$ cat config.mk
export PLATFORM = sky130hd
export DESIGN_NAME = acc_exec_unit
export DESIGN_NICKNAME = d
export VERILOG_FILES = /design/src/rtl/acc_exec_unit.sv
export SDC_FILE = /design/constraint.sdc
export NUM_CORES = 1
export LEC_CHECK = 0
export ABC_AREA = 0
export CAP_MARGIN = 15
export CORE_AREA = 2 2 90 92
export DETAILED_ROUTE_END_ITERATION = 10
export DIE_AREA = 0 0 92 94
export PLACE_DENSITY_LB_ADDON = 0.1
export RECOVER_POWER = 25
export SYNTH_ARGS = -nofsm -noshare
export SYNTH_HDL_FRONTEND = slang
export SYNTH_SLANG_ARGS = --single-unit
export TNS_END_PERCENT = 100
$ cat constraint.sdc
create_clock -name clk_in -period 2.15 [get_ports clk_in]
set_input_delay 0.43 -clock clk_in [delete_from_list [all_inputs] [get_ports clk_in]]
set_output_delay 0.43 -clock clk_in [all_outputs]
set_load 0.005 [all_outputs]
$ cat src/rtl/acc_exec_unit.sv
// acc_exec_unit: execute-stage sequencer for the accumulator processor.
// It drives the external 8-bit ALU from ACC and the operand, then writes the
// ALU sum and flags back. It also runs an 8x8 unsigned shift-add multiply using
// the same ALU, and offers a valid/ready handshake to the decode stage.
// Ports:
//   clk_in, rst_n_in                  clock, async active-low reset
//   op_valid_in / op_ready_out        op handshake with decode
//   opcode_in[3:0], operand_in[7:0]   op and operand, latched on accept
//   alu_a_out, alu_b_out, alu_ctrl_out  registered ALU drive
//   alu_sum_in, alu_carry_in, alu_overflow_in, alu_zero_in  ALU results
//   acc_out, ph_out                   accumulator and product-high register
//   carry_flag_out, overflow_flag_out, zero_flag_out  C/V/Z flags
//   done_out                          one-cycle pulse when writeback is visible
module acc_exec_unit #(
    parameter logic [2:0]  ALU_ADD  = 3'b010,
    parameter int unsigned MUL_ITER = 8
) (
    input  logic       clk_in,
    input  logic       rst_n_in,
    input  logic       op_valid_in,
    output logic       op_ready_out,
    input  logic [3:0] opcode_in,
    input  logic [7:0] operand_in,
    output logic [7:0] alu_a_out,
    output logic [7:0] alu_b_out,
    output logic [2:0] alu_ctrl_out,
    input  logic [7:0] alu_sum_in,
    input  logic       alu_carry_in,
    input  logic       alu_overflow_in,
    input  logic       alu_zero_in,
    output logic [7:0] acc_out,
    output logic [7:0] ph_out,
    output logic       carry_flag_out,
    output logic       overflow_flag_out,
    output logic       zero_flag_out,
    output logic       done_out
);

    localparam int unsigned DW    = 8;
    localparam int unsigned OPW   = 4;
    localparam int unsigned CW    = 3;
    localparam int unsigned CNT_W = 4;

    localparam logic [OPW-1:0] OP_LDA  = 4'b1000;
    localparam logic [OPW-1:0] OP_CLR  = 4'b1001;
    localparam logic [OPW-1:0] OP_MUL  = 4'b1010;
    localparam logic [OPW-1:0] OP_SWAP = 4'b1011;

    typedef enum logic [1:0] {
        ST_IDLE = 2'd0,
        ST_EXEC = 2'd1,
        ST_MUL  = 2'd2
    } state_t;

    state_t            state_q, state_d;
    logic [OPW-1:0]    op_q, op_d;
    logic [DW-1:0]     opnd_q, opnd_d;
    logic [DW-1:0]     acc_q, acc_d;
    logic [DW-1:0]     ph_q, ph_d;
    logic [DW-1:0]     p_q, p_d;
    logic [DW-1:0]     q_q, q_d;
    logic [DW-1:0]     m_q, m_d;
    logic [CNT_W-1:0]  cnt_q, cnt_d;
    logic              c_q, c_d, v_q, v_d, z_q, z_d;
    logic              done_q, done_d;
    logic              ready_q, ready_d;
    logic [DW-1:0]     alu_a_q, alu_a_d;
    logic [DW-1:0]     alu_b_q, alu_b_d;
    logic [CW-1:0]     alu_ctrl_q, alu_ctrl_d;

    // State register and datapath flops
    always_ff @(posedge clk_in or negedge rst_n_in) begin
        if (!rst_n_in) begin
            state_q    <= ST_IDLE;
            op_q       <= '0;
            opnd_q     <= '0;
            acc_q      <= '0;
            ph_q       <= '0;
            p_q        <= '0;
            q_q        <= '0;
            m_q        <= '0;
            cnt_q      <= '0;
            c_q        <= 1'b0;
            v_q        <= 1'b0;
            z_q        <= 1'b1;
            done_q     <= 1'b0;
            ready_q    <= 1'b1;
            alu_a_q    <= '0;
            alu_b_q    <= '0;
            alu_ctrl_q <= '0;
        end else begin
            state_q    <= state_d;
            op_q       <= op_d;
            opnd_q     <= opnd_d;
            acc_q      <= acc_d;
            ph_q       <= ph_d;
            p_q        <= p_d;
            q_q        <= q_d;
            m_q        <= m_d;
            cnt_q      <= cnt_d;
            c_q        <= c_d;
            v_q        <= v_d;
            z_q        <= z_d;
            done_q     <= done_d;
            ready_q    <= ready_d;
            alu_a_q    <= alu_a_d;
            alu_b_q    <= alu_b_d;
            alu_ctrl_q <= alu_ctrl_d;
        end
    end

    // Next-state, writeback and next-cycle ALU drive
    always_comb begin
        state_d = state_q;
        op_d    = op_q;
        opnd_d  = opnd_q;
        acc_d   = acc_q;
        ph_d    = ph_q;
        p_d     = p_q;
        q_d     = q_q;
        m_d     = m_q;
        cnt_d   = cnt_q;
        c_d     = c_q;
        v_d     = v_q;
        z_d     = z_q;
        done_d  = 1'b0;

        unique case (state_q)
            ST_IDLE: begin
                if (op_valid_in) begin
                    op_d   = opcode_in;
                    opnd_d = operand_in;
                    if (opcode_in == OP_MUL) begin
                        state_d = ST_MUL;
                        cnt_d   = CNT_W'(MUL_ITER);
                        q_d     = acc_q;
                        m_d     = operand_in;
                        p_d     = '0;
                    end else begin
                        state_d = ST_EXEC;
                    end
                end
            end
            ST_EXEC: begin
                state_d = ST_IDLE;
                done_d  = 1'b1;
                if (!op_q[OPW-1]) begin
                    acc_d = alu_sum_in;
                    c_d   = alu_carry_in;
                    v_d   = alu_overflow_in;
                    z_d   = alu_zero_in;
                end else if (op_q == OP_LDA) begin
                    acc_d = opnd_q;
                    z_d   = (opnd_q == '0);
                end else if (op_q == OP_CLR) begin
                    acc_d = '0;
                    ph_d  = '0;
                    c_d   = 1'b0;
                    v_d   = 1'b0;
                    z_d   = 1'b1;
                end else if (op_q == OP_SWAP) begin
                    acc_d = ph_q;
                    ph_d  = acc_q;
                    z_d   = (ph_q == '0);
                end
            end
            ST_MUL: begin
                // Shift the ALU sum (with carry) into P and the multiplier out of Q
                {p_d, q_d} = {alu_carry_in, alu_sum_in, q_q[DW-1:1]};
                cnt_d      = cnt_q - CNT_W'(1);
                if (cnt_q == CNT_W'(1)) begin
                    state_d = ST_IDLE;
                    done_d  = 1'b1;
                    ph_d    = p_d;
                    acc_d   = q_d;
                    z_d     = ({p_d, q_d} == '0);
                    c_d     = (p_d != '0);
                    v_d     = 1'b0;
                end
            end
            default: state_d = ST_IDLE;
        endcase

        ready_d = (state_d == ST_IDLE);

        // ALU inputs are registered, so they are derived from next-cycle state
        alu_a_d    = acc_d;
        alu_b_d    = '0;
        alu_ctrl_d = '0;
        if (state_d == ST_MUL) begin
            alu_a_d    = p_d;
            alu_b_d    = q_d[0] ? m_d : '0;
            alu_ctrl_d = ALU_ADD;
        end else if (state_d == ST_EXEC && !op_d[OPW-1]) begin
            alu_a_d    = acc_d;
            alu_b_d    = opnd_d;
            alu_ctrl_d = op_d[CW-1:0];
        end
    end

    assign op_ready_out      = ready_q;
    assign alu_a_out         = alu_a_q;
    assign alu_b_out         = alu_b_q;
    assign alu_ctrl_out      = alu_ctrl_q;
    assign acc_out           = acc_q;
    assign ph_out            = ph_q;
    assign carry_flag_out    = c_q;
    assign overflow_flag_out = v_q;
    assign zero_flag_out     = z_q;
    assign done_out          = done_q;

endmodule

==> impl_metrics.env <==
export IMPL_status="complete, no violations"
export IMPL_first_global_vias=3286
export IMPL_most_common_layout_cells="80 x dfrtp_1, 64 x clkdlybuf4s50_1, 46 x nand2_1"
export IMPL_yosysWarningCount=0
export IMPL_relSlewSlack=0.5497
export IMPL_coreArea_mm2=0.007607
export IMPL_rsz0062_at_grt="no"
export IMPL_syn_area_mm2=0.003935
export IMPL_antenna_found_initial=0
export IMPL_grt_max_degree=36
export IMPL_slew_viol_final=0
export IMPL_required_ns=2.40
export IMPL_crit_type="reg2reg"
export IMPL_ys_ff_latch=82
export IMPL_wl_per_cell_um=18.93
export IMPL_grt_util_met1=0.3866
export IMPL_final_nets=491
export IMPL_tns_ns=0
export IMPL_clk_pin_slew_ns=0.09
export IMPL_crit_arrival_ns=2.30
export IMPL_min_from="m_q[3]"
export IMPL_antenna_left=0
export IMPL_tightest_slew_ns=0.6755
export IMPL_finalCriticalPeriod_ns=2.056
export IMPL_netlist_cell_type_count=50
export IMPL_end_kind="flop"
export IMPL_cts_buffers=9
export IMPL_areaGrowthSynthToFinish_pct=32.02
export IMPL_rrSetupSlack_ns=0.09
export IMPL_fin_area_mm2=0.005195
export IMPL_first_iter_violations=182
export IMPL_worst_hold_slack_ns=0.4800
export IMPL_crit_buf_inv=2
export IMPL_clk_latency_ns=0.36
export IMPL_critPathLaunchType="flop"
export IMPL_drive_gt1_frac=0.2258
export IMPL_grt_use_total=0.2618
export IMPL_synth_top_area_cell="dfrtp_1"
export IMPL_route_detailed_drc=0
export IMPL_period_share=0.9563
export IMPL_ys_flop_type="dfrtp_1"
export IMPL_synth_edf_count=0
export IMPL_cp_max_fo=3
export IMPL_irDropWorstVdd_mv=0.6623
export IMPL_cts_root_buf="clkbuf_8"
export IMPL_io_buffer_count=65
export IMPL_synth_avg_cell_area_um2=10.78
export IMPL_setup_viol=0
export IMPL_start_util=0.5173
export IMPL_wirelength_um=10740
export IMPL_synth_fp_nets=396
export IMPL_drt_pass1_iter_count=5
export IMPL_finalWorstSetupSlack_ns=0.09400
export IMPL_hpwlAfterDp_um=7757
export IMPL_reg2reg_from="cnt_q[1]"
export IMPL_htreeDepth=3
export IMPL_final_common_cell="dfrtp_1"
export IMPL_grt_pass1_wl_um=17310
export IMPL_async_flop_share=1.000
export IMPL_syn_inst=365
export IMPL_p_leak_nw=2.183
export IMPL_die_h_um=94
export IMPL_place_area_mm2=0.004969
export IMPL_worstHoldEndpoint="m_q[3]"
export IMPL_dieArea_mm2=0.008648
export IMPL_pre_cts_slack_ns=-0.1479
export IMPL_synth_top_cells_by_area="dfrtp_1 51%, mux2_2 6.0%, a22oi_1 5.9%, nand2_1 4.4%, o21ai_0 3.8%"
export IMPL_row_count=32
export IMPL_power_density_mw_per_mm2=1254
export IMPL_yosysSeqAreaShare=0.5221
export IMPL_dr_total_vias=3373
export IMPL_hold_viol_final=0
export IMPL_gr_total_overflow=0
export IMPL_slowest_delay_ns=0.41
export IMPL_cts_tree="built"
export IMPL_ioPinCount=66
export IMPL_fp_dieW_um=92
export IMPL_worst_r2r_endpoint="carry_flag_out"
export IMPL_crit_slowest_cell="dfrtp_1"
export IMPL_met2_usage=0.3805
export IMPL_critPathTopFamily="simple AND/OR/NAND/NOR gates"
export IMPL_clockBufferDepth=2
export IMPL_num_antenna_cells=0
export IMPL_hp_class="reg2reg"
export IMPL_fmax_mhz=486.4
export IMPL_fin_skew_ns=0.007807
export IMPL_holdPathStages=2
export IMPL_use_met3=0.04655
export IMPL_reg2reg_depth=8
export IMPL_gp_congestion=0.9122
export IMPL_cp_cell_sequence="inv_2, ha_2, or3b_4, buf_4, nand2_1, o21ai_0, a21o_1, mux2_2"
export IMPL_cts_sinks=82
export IMPL_cap_violations=0
export IMPL_avgViaCountPerCell=5.949
export IMPL_busiest_layer="met1"
export IMPL_synth_top_area_share=0.5087
through the flow:
stage,cells,util,power (mW)
global placement,549,0.6531,5.279
floorplan,365,-,3.917
CTS,566,0.6809,6.493
detailed placement,549,0.6531,5.319
finish,567,0.6829,6.515
global route,567,0.6829,6.904
layer usage:
metal / vias to the layer above / routed length (um) / share of wire
li1: 1549 / - / -
met4: 0 / 253 / 0.024
met1: 1652 / 4936 / 0.46
met5: - / 0 / 0
met3: 22 / 709 / 0.066
met2: 150 / 4836 / 0.45
worst max-delay path by stage:
stage	from	endpoint	depth (start not counted)
after global placement	alu_sum_in[6]	zero_flag_out	6
final	cnt_q[1]	carry_flag_out	8
after floorplan	state_q[0]	alu_a_out[5]	9
after CTS	state_q[0]	alu_a_out[6]	8
after global routing	cnt_q[1]	alu_b_out[5]	9
after detailed placement	opcode_in[2]	alu_b_out[0]	8
tightest hold or removal path, cell delays in order, from the launching register on:
cell and delay, ns:
dfrtp_1 0.33, nand2_1 0.04, nand2_1 0.07
layout make-up:
class	instances	area, um^2
fillers	576	2412
flip-flops and latches	82	2054
multi-input cells	250	1757
repair buffers	108	1021
clock buffers	10	127.6
well taps	102	127.6
clock inverters	6	73.82
inverters	9	33.78
power breakdown:
| group | switching [mW] | internal, mW |
|---|---|---|
| Combinational | 1.25 | 1.48 |
| Sequential | 0.541 | 2.09 |
| Clock | 0.598 | 0.551 |
| Total | 2.39 | 4.12 |
synthesized netlist by cell type (3+ instances only):
cell type and n:
dfrtp_1 80, nand2_1 46, a22oi_1 31, o21ai_0 30, mux2_2 21, nor2_1 12, buf_2 11, a21oi_1 10
a22o_1 9, clkbuf_1 9, inv_1 9, nand4b_1 9, a31o_2 8, and4_1 8, nand3_1 8, o2111a_1 7
nor4_1 6, ha_1 5, nor2b_1 5, and2_1 3
sequential cells by signal, indices dropped and copies added, names as in the netlist, 2 cells and up:
signal,count
acc_out,8
alu_a_out,8
alu_b_out,8
m_q,8
opnd_q,8
p_q,8
ph_out,8
q_q,8
cnt_q,4
op_q,4
alu_ctrl_out,3
state_q,2
timing repair:
item	4_1_cts	5_1_grt
setup buffers	0	1
hold buffers	1	0
hold endpoints to repair	24	0
gates resized for setup	0	9
endpoints found under the setup margin	0	17
cells by family after synthesis:
logic type,after synthesis,share of synthesized area
buffers and inverters,33,0.03720
flip-flops,82,0.5221
adder cells (fa/ha/maj),5,0.01590
XOR/XNOR,2,0.004452
multiplexers,22,0.06264
AND/OR/NAND/NOR,112,0.1587
AO/OA/AOI/OAI,109,0.1991
No activity file was read; power rests on OpenSTA's default activity.
